File: src/rtl/prc_event_log.sv
// PRC event logger: turns per-socket capture pulses into 32-bit records buffered in a FWFT FIFO.
// Optional macro PRC_EVT_TIMESTAMP_EN selects a timestamp in bits [23:0]; otherwise the socket count is logged there.
module prc_event_log #(
  parameter int DEPTH = 16,
  parameter int TS_W  = 24
) (
  input  logic        clk,
  input  logic        resetn,
  input  logic        vs_shift_capture,
  input  logic        vs_count_capture,
  input  logic        vs_shift_err,
  input  logic        vs_count_err,
  input  logic        clr,
  output logic [31:0] evt_data,
  output logic        evt_valid,
  input  logic        evt_ready,
  output logic [15:0] shift_cnt,
  output logic [15:0] count_cnt,
  output logic [7:0]  shift_err_cnt,
  output logic [7:0]  count_err_cnt,
  output logic [7:0]  drop_cnt,
  output logic        overflow
);

  localparam int AW = $clog2(DEPTH);

  if (DEPTH < 2 || (DEPTH & (DEPTH - 1)) != 0 || TS_W < 1 || TS_W > 24) begin : g_param_err
    $error("prc_event_log: DEPTH must be a power of 2 >= 2 and TS_W in 1..24");
  end

  logic [31:0] r_mem [DEPTH];
  logic [AW:0] r_wr_ptr;
  logic [AW:0] r_rd_ptr;

  logic        r_ps_vld;
  logic        r_ps_err;
  logic [5:0]  r_ps_seq;
  logic [23:0] r_ps_low;
  logic        r_pc_vld;
  logic        r_pc_err;
  logic [5:0]  r_pc_seq;
  logic [23:0] r_pc_low;

  logic [5:0]  r_seq;
  logic [15:0] r_shift_cnt;
  logic [15:0] r_count_cnt;
  logic [7:0]  r_shift_err_cnt;
  logic [7:0]  r_count_err_cnt;
  logic [7:0]  r_drop_cnt;
  logic        r_overflow;

  logic        w_cap_s;
  logic        w_cap_c;
  logic [5:0]  w_new_s_seq;
  logic [5:0]  w_new_c_seq;
  logic [23:0] w_new_s_low;
  logic [23:0] w_new_c_low;
  logic        w_empty;
  logic        w_full;
  logic        w_pop;
  logic        w_sel_ps;
  logic        w_sel_pc;
  logic        w_sel_ns;
  logic        w_sel_nc;
  logic        w_cand_vld;
  logic [31:0] w_cand_rec;
  logic        w_wr;
  logic        w_cand_drop;
  logic        w_ps_free;
  logic        w_pc_free;
  logic        w_ns_to_pend;
  logic        w_nc_to_pend;
  logic        w_ns_drop;
  logic        w_nc_drop;
  logic [1:0]  w_drop_n;
  logic [8:0]  w_drop_sum;

  // Captures coinciding with clr are discarded entirely.
  assign w_cap_s     = vs_shift_capture & ~clr;
  assign w_cap_c     = vs_count_capture & ~clr;
  assign w_new_s_seq = r_seq;
  assign w_new_c_seq = r_seq + {5'd0, w_cap_s};

`ifdef PRC_EVT_TIMESTAMP_EN
  logic [TS_W-1:0] r_ts;

  always_ff @(posedge clk or negedge resetn) begin
    if (!resetn) r_ts <= '0;
    else         r_ts <= r_ts + 1'b1;
  end

  assign w_new_s_low = 24'(r_ts);
  assign w_new_c_low = 24'(r_ts);
`else
  assign w_new_s_low = {8'd0, r_shift_cnt + 16'd1};
  assign w_new_c_low = {8'd0, r_count_cnt + 16'd1};
`endif

  assign w_empty = (r_wr_ptr == r_rd_ptr);
  assign w_full  = (r_wr_ptr[AW] != r_rd_ptr[AW]) && (r_wr_ptr[AW-1:0] == r_rd_ptr[AW-1:0]);
  assign w_pop   = ~w_empty & evt_ready;

  assign w_sel_ps = r_ps_vld;
  assign w_sel_pc = ~r_ps_vld & r_pc_vld;
  assign w_sel_ns = ~r_ps_vld & ~r_pc_vld & w_cap_s;
  assign w_sel_nc = ~r_ps_vld & ~r_pc_vld & ~w_cap_s & w_cap_c;

  assign w_cand_vld = w_sel_ps | w_sel_pc | w_sel_ns | w_sel_nc;

  always_comb begin
    w_cand_rec = {1'b1, vs_count_err, w_new_c_seq, w_new_c_low};
    if (w_sel_ps)      w_cand_rec = {1'b0, r_ps_err, r_ps_seq, r_ps_low};
    else if (w_sel_pc) w_cand_rec = {1'b1, r_pc_err, r_pc_seq, r_pc_low};
    else if (w_sel_ns) w_cand_rec = {1'b0, vs_shift_err, w_new_s_seq, w_new_s_low};
  end

  // A full FIFO still accepts a write when the head is popped in the same cycle.
  assign w_wr        = w_cand_vld & (~w_full | w_pop) & ~clr;
  assign w_cand_drop = w_cand_vld & ~w_wr & ~clr;

  // A slot whose record leaves this cycle (committed or dropped) can take a new event.
  assign w_ps_free    = ~r_ps_vld | w_sel_ps;
  assign w_pc_free    = ~r_pc_vld | w_sel_pc;
  assign w_ns_to_pend = w_cap_s & ~w_sel_ns & w_ps_free;
  assign w_nc_to_pend = w_cap_c & ~w_sel_nc & w_pc_free;
  assign w_ns_drop    = w_cap_s & ~w_sel_ns & ~w_ps_free;
  assign w_nc_drop    = w_cap_c & ~w_sel_nc & ~w_pc_free;

  assign w_drop_n   = {1'b0, w_cand_drop} + {1'b0, w_ns_drop} + {1'b0, w_nc_drop};
  assign w_drop_sum = {1'b0, r_drop_cnt} + {7'd0, w_drop_n};

  always_ff @(posedge clk) begin
    if (w_wr) r_mem[r_wr_ptr[AW-1:0]] <= w_cand_rec;
  end

  always_ff @(posedge clk or negedge resetn) begin
    if (!resetn) begin
      r_wr_ptr        <= '0;
      r_rd_ptr        <= '0;
      r_ps_vld        <= 1'b0;
      r_ps_err        <= 1'b0;
      r_ps_seq        <= '0;
      r_ps_low        <= '0;
      r_pc_vld        <= 1'b0;
      r_pc_err        <= 1'b0;
      r_pc_seq        <= '0;
      r_pc_low        <= '0;
      r_seq           <= '0;
      r_shift_cnt     <= '0;
      r_count_cnt     <= '0;
      r_shift_err_cnt <= '0;
      r_count_err_cnt <= '0;
      r_drop_cnt      <= '0;
      r_overflow      <= 1'b0;
    end else if (clr) begin
      r_wr_ptr        <= '0;
      r_rd_ptr        <= '0;
      r_ps_vld        <= 1'b0;
      r_pc_vld        <= 1'b0;
      r_seq           <= '0;
      r_shift_cnt     <= '0;
      r_count_cnt     <= '0;
      r_shift_err_cnt <= '0;
      r_count_err_cnt <= '0;
      r_drop_cnt      <= '0;
      r_overflow      <= 1'b0;
    end else begin
      if (w_wr)  r_wr_ptr <= r_wr_ptr + 1'b1;
      if (w_pop) r_rd_ptr <= r_rd_ptr + 1'b1;

      if (w_ns_to_pend) begin
        r_ps_vld <= 1'b1;
        r_ps_err <= vs_shift_err;
        r_ps_seq <= w_new_s_seq;
        r_ps_low <= w_new_s_low;
      end else if (w_sel_ps) begin
        r_ps_vld <= 1'b0;
      end

      if (w_nc_to_pend) begin
        r_pc_vld <= 1'b1;
        r_pc_err <= vs_count_err;
        r_pc_seq <= w_new_c_seq;
        r_pc_low <= w_new_c_low;
      end else if (w_sel_pc) begin
        r_pc_vld <= 1'b0;
      end

      r_seq       <= r_seq + {5'd0, w_cap_s} + {5'd0, w_cap_c};
      r_shift_cnt <= r_shift_cnt + {15'd0, w_cap_s};
      r_count_cnt <= r_count_cnt + {15'd0, w_cap_c};

      if (w_cap_s && vs_shift_err && r_shift_err_cnt != 8'hFF)
        r_shift_err_cnt <= r_shift_err_cnt + 8'd1;
      if (w_cap_c && vs_count_err && r_count_err_cnt != 8'hFF)
        r_count_err_cnt <= r_count_err_cnt + 8'd1;

      r_drop_cnt <= w_drop_sum[8] ? 8'hFF : w_drop_sum[7:0];
      if (w_drop_n != 2'd0) r_overflow <= 1'b1;
    end
  end

  assign evt_valid     = ~w_empty;
  assign evt_data      = w_empty ? 32'd0 : r_mem[r_rd_ptr[AW-1:0]];
  assign shift_cnt     = r_shift_cnt;
  assign count_cnt     = r_count_cnt;
  assign shift_err_cnt = r_shift_err_cnt;
  assign count_err_cnt = r_count_err_cnt;
  assign drop_cnt      = r_drop_cnt;
  assign overflow      = r_overflow;

endmodule

File: config.mk
export PLATFORM = sky130hd
export DESIGN_NAME = prc_event_log
export DESIGN_NICKNAME = d
export VERILOG_FILES = /design/src/rtl/prc_event_log.sv
export SDC_FILE = /design/constraint.sdc
export NUM_CORES = 1
export LEC_CHECK = 0
export ABC_CLOCK_PERIOD_IN_PS = 4600
export CELL_PAD_IN_SITES_DETAIL_PLACEMENT = 0
export CELL_PAD_IN_SITES_GLOBAL_PLACEMENT = 1
export CORE_ASPECT_RATIO = 2
export CORE_MARGIN = 4
export CORE_UTILIZATION = 40
export CTS_BUF_LIST = sky130_fd_sc_hd__clkbuf_16
export DETAILED_ROUTE_END_ITERATION = 10
export HOLD_SLACK_MARGIN = 0.15
export PLACE_DENSITY = 0.66
export SYNTH_ARGS = -nofsm -noshare
export SYNTH_HDL_FRONTEND = slang
export SYNTH_SLANG_ARGS = --single-unit
File: constraint.sdc
create_clock -name clk -period 4.6 [get_ports clk]
set_input_delay 1.38 -clock clk [delete_from_list [all_inputs] [get_ports clk]]
set_output_delay 1.38 -clock clk [all_outputs]
set_load 0.02 [all_outputs]
; ---- Word-level counts from Yosys, hierarchy flattened
; Memories as Yosys holds them, arrays and structs flattened.
; Index checks and enable logic that the tools add are counted.
[totals]
reg_bits = 121
ramBits = 512
in_bits = 8
output_inout_bits = 90
wordCells = 106
n_memories = 1
[op_classes]
n_addsub = 12
eq_ne = 5
muxes = 26
bitwise_logic = 31
reduce_logical = 14
[memory_table]
columns = name, words, word_bits, read_ports, rd_clocked_by_memory_dff, write_ports, line
row1 = r_mem, 16, 32, 1, 0, 1, 31  ; logic [31:0] r_mem [DEPTH];
[ops]
columns = op, count
row1 = $mux 32, 4
row2 = $mux 8, 6
row3 = $add 16x1->16, 2
row4 = $add 16x1->16 const B, 2
row5 = $mux 16, 2
row6 = $mux 5, 4
row7 = $add 8x1->8 const B, 2
row8 = $and 1x1->1, 16
row9 = $ne 8x8->1 const B, 2
row10 = $add 6x1->6, 2
row11 = $reduce_bool 2->1, 6
row12 = $add 5x1->5 const B, 2
row13 = $not 1->1, 10
row14 = $add 8x2->9, 1
row15 = $mux 1, 9
row16 = $mux 6, 1
row17 = $eq 5x5->1, 1
row18 = $logic_and 1x1->1, 5
row19 = $or 1x1->1, 5
row20 = $eq 4x4->1, 1
row21 = $reduce_and 2->1, 2
row22 = $reduce_bool 3->1, 1
row23 = $add 1x1->2, 1
row24 = $ne 1x1->1, 1

; ---- Logic depth before layout (Yosys ltp)
; Gate-level depths: netlist of the first run.
[logic_depth]
depth_word = 15
ltp_mapped = 13
ltp_nobuf = 12

; ---- Worst setup path after synthesis of the first run
; Ideal clock, no wire load.
[synth_timing]
kind = input -> register
from = in clr
to = mem r_mem[3][0] (enable)
setup_time_ns = 0.435
arrival_ns = 3.941
required_time_ns = 4.165
setup_slack_ns = 0.224
stages = 6
path_buffers = 1
cell_sequence = buf_2 > nand2b_1 > nand2_1 > a2bb2oi_4 > nand3b_1 > nor3_1
[synth_via]
elab_chain_len = 10
[synth_lines]
columns = element, line
row1 = from (decl), 13  ; input logic clr,
row2 = $not 1->1 (no source line) (*), -
row3 = $and 1x1->1, 79  ; assign w_cap_s = vs_shift_capture & ~clr;
row4 = $not 1->1, 106  ; assign w_sel_nc = ~r_ps_vld & ~r_pc_vld & ~w_cap_s & w_cap_c;
row5 = $and 1x1->1 (2 in series), 106
row6 = $or 1x1->1, 108  ; assign w_cand_vld = w_sel_ps | w_sel_pc | w_sel_ns | w_sel_nc;
row7 = $and 1x1->1, 118  ; assign w_wr = w_cand_vld & (~w_full | w_pop) & ~clr;
row8 = $and 1x1->1 (*), 118
row9 = $mux 1 (*), 133  ; if (w_wr) r_mem[r_wr_ptr[AW-1:0]] <= w_cand_rec;
row10 = $mux 1 (not written as such) (*), 133
row11 = to (decl), 31
; Every way passes the cells marked *; elsewhere a longest branch is shown, timed or not.

; ---- Worst setup path after layout of the first run
[layout_timing]
from = reg r_wr_ptr[3]
to = out evt_data[1]
[layout_via]
elab_chain_len = 2
[layout_lines]
columns = element, line
row1 = from (decl), 32  ; logic [AW:0] r_wr_ptr;
row2 = from (signal assigned), 168  ; if (w_wr) r_wr_ptr <= r_wr_ptr + 1'b1;
row3 = $eq 5x5->1, 99  ; assign w_empty = (r_wr_ptr == r_rd_ptr);
row4 = $mux 32, 204  ; assign evt_data = w_empty ? 32'd0 : r_mem[r_rd_ptr[AW-1:0]];
row5 = to (decl), 14  ; output logic [31:0] evt_data,
; No other way between the ends.

==> metrics.yaml, run 1 <==
outcome:
  status: "finished, final reports clean"
min_path:
  min_from: "r_ps_low[1]"
  min_path_type: "flop to flop"
  hold_path_end: "r_ps_low[1]"
  whs_path_depth: 2
sta:
  setup_tns_ns: 0
  maxSlewHeadroom_pct: 32.44
  fin_skew_ns: 0.01385
  fmax_ghz: 0.2236
  setup_viol: 0
  finalCriticalPeriod_ns: 4.472
  hold_viol: 0
  slew_violations: 0
  rsz0062_at_grt: "no"
  timing.final.crit_share_pct: 97.23
  tightestPinTransition_ns: 1.011
yosys:
  synth_edf_count: 384
  post-synth-top-count-cell: "edfxtp_1"
  ys_warn_count: 0
  synthFlopType: "edfxtp_1"
  synth_cell_types: 54
  synthTopCellsByCount: "edfxtp_1 (384), dfrtp_1 (121), nand2_1 (119)"
  syn_inst: 1348
  ys_seq_area_share_pct: 68.69
  synth.top_cells.by_area: "edfxtp_1 (54%), dfrtp_1 (14%), mux4_2 (10%), a22oi_1 (2.2%), nand2_1 (2.1%)"
  avgSynthCellArea_sq_um: 15.72
  synth_top_area_share_pct: 54.40
  postSynth.asyncResetShare_pct: 23.96
  yosysTopAreaCell: "edfxtp_1"
  syn_area_sq_um: 21200
  ys_seq_elements: 505
layout:
  diodes: 0
  stdcell_count: 2183
  syn_to_final_growth_pct: 16.78
  drive_gt1_share_pct: 18.77
  final_net_count: 1514
  fin_area_sq_um: 24750
routing:
  top_layer_used: "met4"
  vias: 12070
  routed-wl-met3_um: 1916
  routed_wl_um: 52620
  drc_errors: 0
  viasPerCell: 5.527
  wire_per_inst_um: 24.10
  antenna_left: 0
  firstDrtPassIters: 5
  dr_wl_met2_um: 29010
  wl_met1_um: 20170
  drtIter0Drc: 816
clock_network:
  tritoncts: "yes"
  cts.clk_slew.worst_paths_ns: 0.06
  clk_latency_ns: 0.56
  clk_path_buf_depth: 3
  cts_buffers: 44
  cts_hold_buf: 0
  h-tree-depth: 2
  clock-root-buffer: "clkbuf_16"
  cts.sink_count: 505
critical_path:
  worst-setup-path-type: "flop to primary output"
  arrival_ns: 3.09
  critPathLaunchType: "flop"
  end_kind: "primary output"
  reg2reg_to: "drop_cnt[0]"
  r2r-start: "r_rd_ptr[0]"
  path_cells: "xor2_1 > nor4_4 > buf_4 > and2_1 > buf_4 > a21oi_1 > clkdlybuf4s50_1"
  crit_required_ns: 3.22
  cp_max_fo: 13
  max_stage_delay_ns: 0.69
  r2r_cells: 13
  slowest_stage: "clkdlybuf4s50_1"
  r2r_setup_slack_ns: 1.41
  crit_path_frequent_cell: "buf_4"
global_routing:
  grt_pass1_vias: 12870
  antenna_found_initial: 0
  grt_start_max_net_pins: 64
  grt_first_pass_wirelength_um: 80230
  track_usage_pct: 18.63
  grt_overflow: 0
power_and_ir_drop:
  power_density_nw_per_um2: 423.7
  ir_drop_mv: 0.2348
  p_leak_nw: 8.767
die:
  die_width_um: 170.8
  die_y_um: 333.5
  coreArea_sq_um: 52560
  initial_core_util_pct: 40.33
  rows: 119
  pin_count: 98
  die_area_sq_um: 56960
placement:
  place_area_sq_um: 23280
  io_buffers: 89
  gp_congestion: 0.7926
  placed_cells: 2103
  hpwlAfterDp_um: 33530
job:
  drv_cap: 0
-- metal layers --
layer | vias to the layer above | track usage, %
met5 | - | 0
met4 | 0 | 5.850
met3 | 79 | 2.301
met2 | 293 | 34.35
met1 | 6283 | 22.48
li1 | 5411 | -
-- layout by cell type (no fill, tap or decap), types with 8 or more instances in the layout --
master and n:
o21ai_0 50, clkbuf_16 45, conb_1 8, a22oi_1 61
a21oi_1 52, clkinv_1 9, buf_4 75, dfrtp_1 118
mux4_2 96, nand2_1 119, xor2_1 45, or3_1 8
o221ai_1 10, clkdlybuf4s50_1 86, nor2b_1 12, ha_1 21
inv_1 23, mux2_2 11, nor2_1 72, xnor2_1 41
nor2_2 13, nand3_1 35, nand4_1 22, edfxtp_1 384
-- how the worst max path moves through the flow --
stage | cells after the start | from | endpoint | slack (ns)
after floorplan | 6 | clr | r_mem[3][0] | 0.22
after global placement | 12 | evt_ready | drop_cnt[0] | 0.39
after detailed placement | 12 | vs_count_capture | drop_cnt[0] | 0.32
after CTS | 7 | r_wr_ptr[2] | evt_data[2] | 0.05
after global routing | 7 | r_wr_ptr[3] | evt_data[2] | 0.004
final | 7 | r_wr_ptr[3] | evt_data[1] | 0.13
-- logic make-up (layout without fill, tap and decap cells) --
kind of cell / count (synthesis) / after routing / synth area share (%)
flip-flops: 505 / 505 / 68.69
XOR/XNOR: 86 / 86 / 3.554
other: 1 / 8 / 0.01769
AO/OA/AOI/OAI: 187 / 187 / 5.620
buffers and inverters: 101 / 264 / 2.214
adder cells (fa/ha/maj): 22 / 22 / 1.334
AND/OR/NAND/NOR: 332 / 332 / 7.456
multiplexers: 114 / 114 / 11.12
-- through the flow --
| stage | setup slack (ns) | power (mW) | utilization (%) | hold WS [ns] |
|---|---|---|---|---|
| 5_1_grt | 0.004145 | 10.89 | 47.09 | 0.5084 |
| 3_3_place_gp | 0.3917 | 6.811 | 44.30 | 0.4582 |
| 4_1_cts | 0.05435 | 10.62 | 47.09 | 0.4798 |
| 3_5_place_dp | 0.3244 | 6.816 | 44.30 | 0.4631 |
| 2_1_floorplan | 0.2244 | 6.176 | - | 0.4419 |
| 6_report | 0.1275 | 10.49 | 47.09 | 0.4771 |
-- sequential cells by signal (all words and copies together) (netlist names), 6 cells and up --
name	cells
count_err_cnt	8
r_mem	384
r_ps_seq	6
count_cnt	16
drop_cnt	8
shift_err_cnt	8
r_seq	6
r_ps_low	16
r_pc_low	16
r_pc_seq	6
shift_cnt	16
-- critical path: cells and delay by family (launching register included) --
kind,cells,cell delay [ns]
AOI/OAI and AO/OA,1,0.36
DFF,1,0.60
buffers and inverters,3,1.08
and+or+nand+nor,2,0.20
xor gates and xnor gates,1,0.29
-- cell type report --
class	instances	area (sq um)
fillers	4531	27810
flip-flops and latches	505	14570
multi-input cells	749	6251
repair buffers	170	1582
clock buffers	45	1126
well taps	665	832.0
clock inverters	35	341.6
inverters	14	52.55
-- report_power, final --
part	internal, mW	total, mW	switching [mW]
combinational	0.732	1.64	0.907
sequential	4.99	5.05	0.0534
clock	2.17	3.80	1.63
-- repair_timing --
| item | in CTS | in global routing |
|---|---|---|
| buffers inserted | 0 | 0 |
| endpoints found under the setup margin | 0 | 2 |
| gates resized for setup | 0 | 2 |
Power figures use the tool's default switching activity.
==> run 2: changes to the inputs <==
CORE_UTILIZATION = 50   (was 40)
PLACE_DENSITY = unset   (was 0.66)
PLACE_DENSITY_LB_ADDON = 0.1   (was unset)
SKIP_CTS_REPAIR_TIMING = 1   (was unset)
==> run 2 against run 1 <==
Net effect:
- clock-buffer cell count decreased by 2
- highest routed layer unchanged
- first-iteration DRC count decreased by 13%
- clock power increased by 5.3%
- critical path type unchanged
- sequential power about the same
- critical endpoint is now evt_data[0]
- final cell count decreased by 6.6%
- routed wire length decreased by 5.1%
- global-route usage increased by 3.4 points
- via count decreased by 0.90%
- critical path depth unchanged
- power increased by 1.5%
==> metrics.yaml, run 2 (same netlist as run 1, synthesis figures left out) <==
critical_path:
  r2r_cells: 13
  critPathBufInv: 3
  reg2reg_to: "drop_cnt[0]"
  r2r-start: "r_rd_ptr[0]"
  critical-path-top-delay-family: "buffers and inverters"
  max_stage_delay_ns: 0.69
  end_kind: "primary output"
  path_cells: "xor2_1 > nor4_4 > buf_4 > and2_1 > buf_12 > a21oi_1 > clkdlybuf4s50_1"
  arrival_ns: 3.06
  cp_max_fo: 25
  critPathLaunchType: "flop"
  crit_required_ns: 3.22
  worst-setup-path-type: "flop to primary output"
  r2r_setup_slack_ns: 1.41
  slowest_stage: "clkdlybuf4s50_1"
outcome:
  status: "finished, final reports clean"
sta:
  maxSlewHeadroom_pct: 33.33
  slew_violations: 0
  setup_viol: 0
  fin_skew_ns: 0.02498
  rsz0062_at_grt: "no"
  fmax_ghz: 0.2251
  holdWs_ns: 0.4738
  hold_viol: 0
  timing.final.crit_share_pct: 96.58
  finalCriticalPeriod_ns: 4.443
  tightestPinTransition_ns: 0.9980
  setup_tns_ns: 0
job:
  drv_cap: 0
layout:
  syn_to_final_growth_pct: 16.16
  layout_common_cells: "edfxtp_1 (384), nand2_1 (119), dfrtp_1 (119)"
  multi_input_area_sq_um: 6311
  num-fill-cells: 3337
  final_net_count: 1498
  diodes: 0
  drive_gt1_share_pct: 18.60
  regArea_sq_um: 14570
  largest_reg_flops: 384
  stdcell_count: 2040
  final_common_cell: "edfxtp_1"
clock_network:
  clock-root-buffer: "clkbuf_16"
  cts_buffers: 43
  clk_path_buf_depth: 3
  cts.sink_count: 505
  h-tree-depth: 2
  cts.clk_slew.worst_paths_ns: 0.07
  clk_latency_ns: 0.57
  tritoncts: "yes"
min_path:
  min_from: "r_ps_seq[2]"
  hold_path_end: "r_ps_seq[2]"
  whs_path_depth: 2
  min_path_type: "flop to flop"
routing:
  viasPerCell: 5.861
  vias: 11960
  wire_per_inst_um: 24.47
  drtIter0Drc: 707
  drc_errors: 0
  antenna_left: 0
  routed_wl_um: 49910
  firstDrtPassIters: 5
die:
  die_area_sq_um: 45950
  initial_core_util_pct: 50.57
  die_width_um: 153.6
  coreArea_sq_um: 41910
  rows: 106
  pin_count: 98
  die_y_um: 299.2
power_and_ir_drop:
  ir_drop_mv: 0.2726
  comb_power_share_pct: 14.9
  p_leak_nw: 8.673
  p_sw_mw: 2.596
  p_int_mw: 8.047
  seqPwrFrac_pct: 47.5
  switching_share_pct: 24.39
  total_power_mw: 10.64
  clockPowerShare_pct: 37.6
  power_density_nw_per_um2: 432.3
global_routing:
  antenna_found_initial: 0
  track_usage_pct: 21.98
  use_met1_pct: 25.63
  grt_overflow: 0
  grt_pass1_vias: 12660
  grt_first_pass_wirelength_um: 77010
  grt_start_max_net_pins: 82
  grt_util_met2_pct: 41.55
  gr-usage-met3_pct: 2.629
  grt.busiest_layer: "met2"
placement:
  gp_congestion: 0.7646
  placed_cells: 1963
  io_buffers: 89
  hpwlAfterDp_um: 30400
-- run 2: cell types whose count changed in the layout (fill, tap and decap cells not counted), sizes merged --
| cell | delta |
|---|---|
| clkdlybuf4s50 | +1 |
| bufinv | +4 |
| dlymetal6s2s | -1 |
| clkinvlp | +5 |
| clkbuf | -2 |
| buf | -15 |
| inv | -10 |
-- run 2: worst max path at each step --
| stage | slack, ns | cells past startpoint | startpoint | end |
|---|---|---|---|---|
| 3_5_place_dp | 0.32 | 12 | vs_count_capture | drop_cnt[0] |
| 3_3_place_gp | 0.40 | 12 | vs_count_capture | drop_cnt[1] |
| 6_report | 0.16 | 7 | r_rd_ptr[0] | evt_data[0] |
| 2_1_floorplan | 0.22 | 6 | clr | r_mem[3][0] |
| 4_1_cts | 0.07 | 5 | r_rd_ptr[2] | evt_data[14] |
| 5_1_grt | 0.02 | 5 | r_rd_ptr[0] | evt_data[0] |
-- run 2: worst min-delay path: stages, from the launching register on --
cell and delay, ns:
dfrtp_1 0.34, nand2_1 0.05, nand2_1 0.05
-- run 2: per-layer routing --
| layer | share of wire [%] | wire length (um) |
|---|---|---|
| met1 | 36 | 18190 |
| met2 | 56 | 28130 |
| met3 | 3.9 | 1935 |
| met4 | 3.3 | 1656 |
| met5 | 0 | 0 |
-- run 2: power groups by stage --
stage / Combinational, mW / Clock, mW / Sequential (mW)
global route: 1.71 / 4.26 / 5.06
CTS: 1.63 / 4.08 / 5.05
detailed placement: 1.63 / 0 / 5.15
finish: 1.59 / 4.00 / 5.05
global placement: 1.61 / 0 / 5.15
floorplan: 1.05 / 0 / 5.13
-- run 2: through the flow --
| step | util, % | cell area (sq um) | setup WS [ns] |
|---|---|---|---|
| after CTS | 58.74 | 24620 | 0.07169 |
| final | 58.74 | 24620 | 0.1575 |
| after global routing | 58.74 | 24620 | 0.02075 |
| after global placement | 55.02 | 23060 | 0.4030 |
| after floorplan | - | 21220 | 0.2244 |
| after detailed placement | 55.02 | 23060 | 0.3204 |
-- run 2: cell type report --
class / count / area share, %
sequential: 505 / 59.17
multi-input combinational: 749 / 25.63
timing repair buffer: 155 / 5.905
clock buffer: 43 / 4.371
tap: 540 / 2.744
clock inverter: 34 / 1.967
inverter: 14 / 0.2134
==> run 3: changes to the inputs <==
DONT_BUFFER_PORTS = 1   (was unset)
==> run 3 against run 2 <==
Net effect:
- sequential cell count unchanged
- cell area decreased by 4.5%
- maximum frequency increased by 7.9%
- core utilization decreased by 2.6 points
- global-route usage decreased by 0.15 points
- via count decreased by 3.5%
- final cell count decreased by 4.7%
- power decreased by 4.8%
- clock-buffer cell count increased by 1
- critical endpoint is now evt_data[11]
- largest cell class unchanged
==> metrics.yaml, run 3 (same netlist as run 1, synthesis figures left out) <==
outcome:
  status: "finished, final reports clean"
layout:
  layout_common_cells: "edfxtp_1 (384), nand2_1 (119), dfrtp_1 (119)"
  stdcell_count: 1944
  diodes: 0
  drive_gt1_share_pct: 18.59
  syn_to_final_growth_pct: 10.99
  final_common_cell: "edfxtp_1"
  fin_area_sq_um: 23520
  final_net_count: 1405
  num-fill-cells: 3454
  largest_reg_flops: 384
sta:
  finalCriticalPeriod_ns: 4.117
  tightestPinTransition_ns: 1.189
  slew_violations: 0
  timing.final.crit_share_pct: 89.50
  fmax_ghz: 0.2429
  setup_tns_ns: 0
  fin_skew_ns: 0.01817
  setup_viol: 0
  hold_viol: 0
  maxSlewHeadroom_pct: 20.74
  setup_slack_ns: 0.4831
  rsz0062_at_grt: "no"
routing:
  routed-wl-met3_um: 2364
  top_layer_used: "met4"
  wire_per_inst_um: 25.62
  dr_wl_met2_um: 27780
  vias: 11540
  wl_met1_um: 18710
  drc_errors: 0
  antenna_left: 0
  firstDrtPassIters: 5
  viasPerCell: 5.936
  routed_wl_um: 49810
  drtIter0Drc: 966
critical_path:
  cp_max_fo: 10
  max_stage_delay_ns: 0.72
  worst-setup-path-type: "flop to primary output"
  path_cells: "and2_1 > buf_4 > a22oi_1 > a21oi_1"
  critPathLaunchType: "flop"
  arrival_ns: 2.74
  crit_required_ns: 3.22
  r2r-start: "r_rd_ptr[1]"
  slowest_stage: "and2_1"
  end_kind: "primary output"
  cp-startpoint: "r_rd_ptr[2]"
die:
  rows: 106
  initial_core_util_pct: 50.57
  pin_count: 98
  coreArea_sq_um: 41910
  die_y_um: 299.2
  die_area_sq_um: 45950
  die_width_um: 153.6
clock_network:
  h-tree-depth: 2
  cts.sink_count: 505
  cts.clk_slew.worst_paths_ns: 0.06
  clock-root-buffer: "clkbuf_16"
  clk_path_buf_depth: 3
  cts_buffers: 44
  clk_latency_ns: 0.56
  tritoncts: "yes"
global_routing:
  grt_first_pass_wirelength_um: 76170
  grt_overflow: 0
  grt_pass1_vias: 12100
  grt_start_max_net_pins: 122
  antenna_found_initial: 0
  track_usage_pct: 21.84
placement:
  post-place-ws_ns: 0.4116
  place_area_sq_um: 22110
  hpwlAfterDp_um: 29870
  io_buffers: 0
  gp_congestion: 0.7787
  placed_cells: 1869
power_and_ir_drop:
  total_power_mw: 10.13
  power_density_nw_per_um2: 430.6
  ir_drop_mv: 0.4730
  p_leak_nw: 8.292
job:
  drv_cap: 0
min_path:
  min_from: "r_ps_seq[1]"
  min_path_type: "flop to flop"
[run 3: cell types whose count changed in the layout (fill, tap and decap cells not counted), sizes merged]
cell,previous run,this run
buf,68,61
bufinv,11,6
clkbuf,43,44
clkdlybuf4s50,87,0
clkinv,15,20
clkinvlp,7,1
inv,15,18
[run 3: final timing paths]
| kind | depth (start not counted) | slack (ns) | endpoint |
|---|---|---|---|
| max in group asynchronous | 0 | 3.79 | r_rd_ptr[1] |
| min in group asynchronous | 0 | 0.52 | count_cnt[9] |
| worst max register to register | 13 | 1.19 | drop_cnt[0] |
| worst min register to register | 2 | 0.48 | r_ps_seq[1] |
| worst min-delay path | 2 | 0.48 | r_ps_seq[1] |
| worst max-delay path | 4 | 0.48 | evt_data[11] |
[run 3: worst max-delay path, delay by kind of cell (launching register included)]
family / cells / cell delay, ns
AND/OR/NAND/NOR: 1 / 0.72
AO/OA/AOI/OAI: 2 / 0.62
flip-flops: 1 / 0.54
buffers and inverters: 1 / 0.30
[run 3: stage by stage]
stage	utilization, %	hold WS (ns)
2_1_floorplan	-	0.4419
5_1_grt	56.13	0.4918
3_3_place_gp	52.76	0.4571
6_report	56.13	0.4758
4_1_cts	56.13	0.4790
3_5_place_dp	52.76	0.4646
[run 3: layer usage]
| metal | global-route usage (%) | vias to the layer above |
|---|---|---|
| met3 | 3.178 | 69 |
| met1 | 26.69 | 5971 |
| met5 | 0 | - |
| met2 | 40.80 | 308 |
| met4 | 4.988 | 0 |
| li1 | - | 5191 |
[run 3: layout make-up]
class / instances / area (sq um) / share of cell area (%)
Inverter: 14 / 52.55 / 0.2234
Multi-Input combinational cell: 749 / 6311 / 26.83
Tap cell: 540 / 675.6 / 2.872
Sequential cell: 505 / 14570 / 61.92
Timing Repair Buffer: 61 / 508.0 / 2.159
Clock buffer: 44 / 1101 / 4.681
Clock inverter: 31 / 309.0 / 1.314
[run 3: power by group]
part           internal [mW]  switching (mW)  leakage [nW]
sequential              4.99           0.104          5.37
combinational          0.546           0.780          2.21
clock                   2.08            1.63         0.707
